[config.mk]
export PLATFORM = sky130hd
export DESIGN_NAME = fetch_unit
export DESIGN_NICKNAME = d
export VERILOG_FILES = /design/src/rtl/fetch_unit.sv
export SDC_FILE = /design/constraint.sdc
export NUM_CORES = 1
export LEC_CHECK = 0
export ABC_AREA = 1
export CAP_MARGIN = 10
export CORE_UTILIZATION = 50
export CTS_CLUSTER_DIAMETER = 80
export DETAILED_ROUTE_END_ITERATION = 6
export PLACE_DENSITY = 0.76
export SYNTH_ARGS = -nofsm -noshare
export SYNTH_HDL_FRONTEND = slang
export SYNTH_SLANG_ARGS = --single-unit
[constraint.sdc]
create_clock -name clock -period 4 [get_ports clock]
set_clock_uncertainty 0.05 [all_clocks]
set_input_delay 1 -clock clock [delete_from_list [all_inputs] [get_ports clock]]
set_output_delay 1 -clock clock [all_outputs]
set_load 0.02 [all_outputs]
[src/rtl/fetch_unit.sv]
// Instruction fetch front end: issues one word-addressed read at a time and
// buffers returned instructions in a small FIFO toward the core.
module fetch_unit #(
    parameter logic [31:0] RESET_PC = 32'h0,
    parameter int unsigned QDEPTH   = 4
) (
    input  logic        clock,
    input  logic        reset_n,
    input  logic        redirect,
    input  logic [31:0] redirect_pc,
    output logic        imem_req,
    output logic [31:0] imem_addr,
    input  logic        imem_gnt,
    input  logic        imem_rvalid,
    input  logic [31:0] imem_rdata,
    output logic        if_valid,
    output logic [31:0] if_instr,
    output logic [31:0] if_pc,
    input  logic        if_ready
);

    localparam int unsigned PTR_W = (QDEPTH > 1) ? $clog2(QDEPTH) : 1;
    localparam int unsigned CNT_W = $clog2(QDEPTH + 1);

    logic [31:0]      fetch_pc_q, fetch_pc_d;
    logic [31:0]      req_pc_q, req_pc_d;
    logic             outstanding_q, outstanding_d;
    logic             discard_q, discard_d;
    logic [CNT_W-1:0] count_q, count_d;
    logic [PTR_W-1:0] rd_ptr_q, rd_ptr_d;
    logic [PTR_W-1:0] wr_ptr_q, wr_ptr_d;

    logic [31:0] pc_mem    [QDEPTH];
    logic [31:0] instr_mem [QDEPTH];

    logic [31:0] inflight;
    logic        grant;
    logic        resp;
    logic        push;
    logic        pop;

    // Reserve a queue slot for the in-flight request so a response can always be stored.
    assign inflight = 32'(count_q) + 32'(outstanding_q);

    always_comb begin
        imem_req  = reset_n && !redirect && (!outstanding_q || imem_rvalid) &&
                    (inflight < QDEPTH);
        imem_addr = fetch_pc_q;
        grant     = imem_req && imem_gnt;
        resp      = imem_rvalid && outstanding_q;
        push      = resp && !discard_q && !redirect;
        if_valid  = (count_q != '0);
        pop       = if_valid && if_ready && !redirect;
        if_instr  = instr_mem[rd_ptr_q];
        if_pc     = pc_mem[rd_ptr_q];
    end

    always_comb begin
        fetch_pc_d    = fetch_pc_q;
        req_pc_d      = req_pc_q;
        outstanding_d = outstanding_q;
        discard_d     = discard_q;
        count_d       = count_q;
        rd_ptr_d      = rd_ptr_q;
        wr_ptr_d      = wr_ptr_q;

        if (grant) begin
            outstanding_d = 1'b1;
            req_pc_d      = fetch_pc_q;
            fetch_pc_d    = fetch_pc_q + 32'd1;
        end else if (resp) begin
            outstanding_d = 1'b0;
        end

        if (resp && discard_q) begin
            discard_d = 1'b0;
        end

        if (redirect) begin
            fetch_pc_d = redirect_pc;
            count_d    = '0;
            rd_ptr_d   = '0;
            wr_ptr_d   = '0;
            // A response still in flight belongs to the old stream; mark it for dropping.
            if (outstanding_q && !imem_rvalid) begin
                discard_d = 1'b1;
            end
        end else begin
            if (push) begin
                wr_ptr_d = wr_ptr_q + PTR_W'(1);
            end
            if (pop) begin
                rd_ptr_d = rd_ptr_q + PTR_W'(1);
            end
            if (push && !pop) begin
                count_d = count_q + CNT_W'(1);
            end else if (pop && !push) begin
                count_d = count_q - CNT_W'(1);
            end
        end
    end

    always_ff @(posedge clock or negedge reset_n) begin
        if (!reset_n) begin
            fetch_pc_q    <= RESET_PC;
            req_pc_q      <= RESET_PC;
            outstanding_q <= 1'b0;
            discard_q     <= 1'b0;
            count_q       <= '0;
            rd_ptr_q      <= '0;
            wr_ptr_q      <= '0;
        end else begin
            fetch_pc_q    <= fetch_pc_d;
            req_pc_q      <= req_pc_d;
            outstanding_q <= outstanding_d;
            discard_q     <= discard_d;
            count_q       <= count_d;
            rd_ptr_q      <= rd_ptr_d;
            wr_ptr_q      <= wr_ptr_d;
        end
    end

    // Payload storage needs no reset; validity is tracked by count_q.
    always_ff @(posedge clock) begin
        if (push) begin
            pc_mem[wr_ptr_q]    <= req_pc_q;
            instr_mem[wr_ptr_q] <= imem_rdata;
        end
    end

endmodule

==> results_dict.tcl <==
set metrics [dict create \
    postRouteWirelength_mm 29.6 \
    root_buffer "clkbuf_16" \
    synth_top_area_share_pct 56.4 \
    grt_max_degree 98 \
    slew_headroom_pct 50.2 \
    coreArea_um2 26900 \
    syn-cell-area_um2 13600 \
    antenna_left 0 \
    worstPathCellList "buf_4 -> o21ai_0 -> o22ai_1 -> clkdlybuf4s50_1" \
    cts_resized 0 \
    slew_viol_final 0 \
    grt_pass1_wl_mm 46.9 \
    vdd_drop_max_mv 0.274 \
    min_path_type "reg -> reg" \
    async_flop_share_pct 22.2 \
    dieArea_um2 27900 \
    wl_per_cell_um 16.9 \
    clockBufferDepth 3 \
    vias_per_cell 5.32 \
    setup_viol 0 \
    cpMaxStageDelayCell "clkdlybuf4s50_1" \
    area_growth_pct 22.6 \
    num_vias 9336 \
    synth.largest_area_cell "edfxtp_1" \
    htreeDepth 2 \
    start_util_pct 50.7 \
    fmax_ghz 0.268 \
    worstPathArrival_ns 2.69 \
    period_share_pct 93.4 \
    antenna_found_initial 0 \
    drive_gt1_share_pct 7.08 \
    diodes 0 \
    gp_congestion 0.930 \
    cts.sink_count 329 \
    synth.area.top_cells "edfxtp_1, dfrtp_1, nand2_1" \
    start_kind "flip-flop" \
    path_class "reg -> out" \
    synth_fp_nets 1301 \
    drt_iter0_drc 833 \
    synth_cell_types 32 \
    yosys-top-cells-count "edfxtp_1, nand2_1, nor2_1" \
    p_leak_nw 6.24 \
    cts_hold_buf 0 \
    path_max_fanout 66 \
    powerDensity_nw_per_um2 561 \
    clock_latency_ns 0.50 \
    ys_seq_elements 329 \
    grt-ovfl-total 0 \
    yosysMostFrequentCell "edfxtp_1" \
    power_mw 9.38 \
    fp-row-count 60 \
    fin_util_pct 62.2 \
    synthFlopType "edfxtp_1" \
    worstMarginPinSlew_ns 0.747 \
    max_stage_delay_ns 0.68 \
    cts_inserted_buffers 34 \
    synthCells 1225 \
    yosysSeqAreaShare_pct 69.8 \
    finalCriticalPeriod_ns 3.74 \
    ios 168 \
    hold_viol_final 0 \
    hpwl_mm 18.4 \
    maxCapViolCount 0 \
    syn_area_per_cell_um2 11.1 \
    critical_path_required_ns 2.95 \
    rsz0062_at_grt "no" \
    clk_pin_slew_ns 0.06 \
    grtUsageTotal_pct 21.3 \
    die_h_um 167 \
    nets 1463 \
    drc_errors 0 \
    dieWidth_um 167 \
    cts_tree "done" \
    end_kind "output pin" \
    synth_warnings 0 \
    dr.pass1.iters 5 \
    synth-edff-count 256 \
    post_cts_buffers 0 \
    grt_pass1_vias 8908 \
    totalNegativeSetupSlack_ns 0 \
    status "completed" \
    port_buffers 167 \
]
==> power by group <==
part / internal (mW) / total (mW) / switching, mW
Clock: 1.70 / 2.90 / 1.20
Sequential: 4.05 / 4.36 / 0.306
Combinational: 0.869 / 2.13 / 1.26
Total: 6.62 / 9.38 / 2.76
==> through the flow <==
stage                     hold slack, ns  worst slack [ns]  std cells  area, µm²
after floorplan                    0.416            -0.649       1225      13600
after global placement             0.444             0.516       1692      15700
after detailed placement           0.462             0.507       1692      15700
after CTS                          0.473             0.259       1754      16700
after global routing               0.482             0.164       1754      16700
final                              0.469             0.263       1754      16700
==> layout make-up <==
type                            count  area [µm²]
Fill cell                        2109       10200
Tap cell                          341         427
Inverter                           70         264
Timing Repair Buffer              187        1880
Sequential cell                   329        9520
Clock inverter                     16        76.3
Multi-Input combinational cell    765        3580
Clock buffer                       46         970
==> cells by family after synthesis <==
kind of cell | synth area share (%)
and+or+nand+nor | 15.8
DFF | 69.8
AOI/OAI and AO/OA | 9.28
buffers and inverters | 4.18
xor gates and xnor gates | 0.385
adders and majority gates | 0.606
==> critical path: cells and delay by family (launching register included) <==
kind                   cells  cell delay (ns)
AO/OA/AOI/OAI              2             0.57
flip-flops                 1             0.37
buffers and inverters      2             1.25
==> worst paths after layout <==
path	from	end	slack, ns	cells past startpoint
worst max-delay path	rd_ptr_q[1]	if_pc[24]	0.26	4
worst min-delay path	req_pc_q[7]	pc_mem[0][7]	0.47	0
worst max register to register	discard_q	instr_mem[1][4]	2.01	6
worst min register to register	req_pc_q[7]	pc_mem[0][7]	0.47	0
max in group asynchronous	reset_n	rd_ptr_q[0]	2.38	3
min in group asynchronous	reset_n	outstanding_q	0.58	2
==> placed cells by master, fill, tap and decap left out, drive strengths merged <==
cell,instances
edfxtp,256
nand2,243
nor2,187
o21ai,167
clkdlybuf4s50,166
nand3,80
dfrtp,73
inv,68
o22ai,64
clkbuf,46
buf,21
clkinv,17
xor2,5
ha,5
a21oi,5
nand4,4
or2,1
nor3,1
xnor2,1
nand3b,1
fa,1
clkinvlp,1
==> state kept, by name, summed over array words and instances, names as in the netlist <==
| register | flops |
|---|---|
| outstanding_q | 1 |
| rd_ptr_q | 2 |
| imem_addr | 32 |
| wr_ptr_q | 2 |
| count_q | 3 |
| instr_mem | 128 |
| discard_q | 1 |
| pc_mem | 128 |
| req_pc_q | 32 |
==> routing by layer <==
layer,global-route usage (%),up-vias,share of wire [%]
li1,-,4587,-
met1,30.2,4401,45
met2,34.5,306,47
met3,3.31,42,6.1
met4,5.80,0,2.0
met5,0,-,0
(Power assumes the default switching activity.)
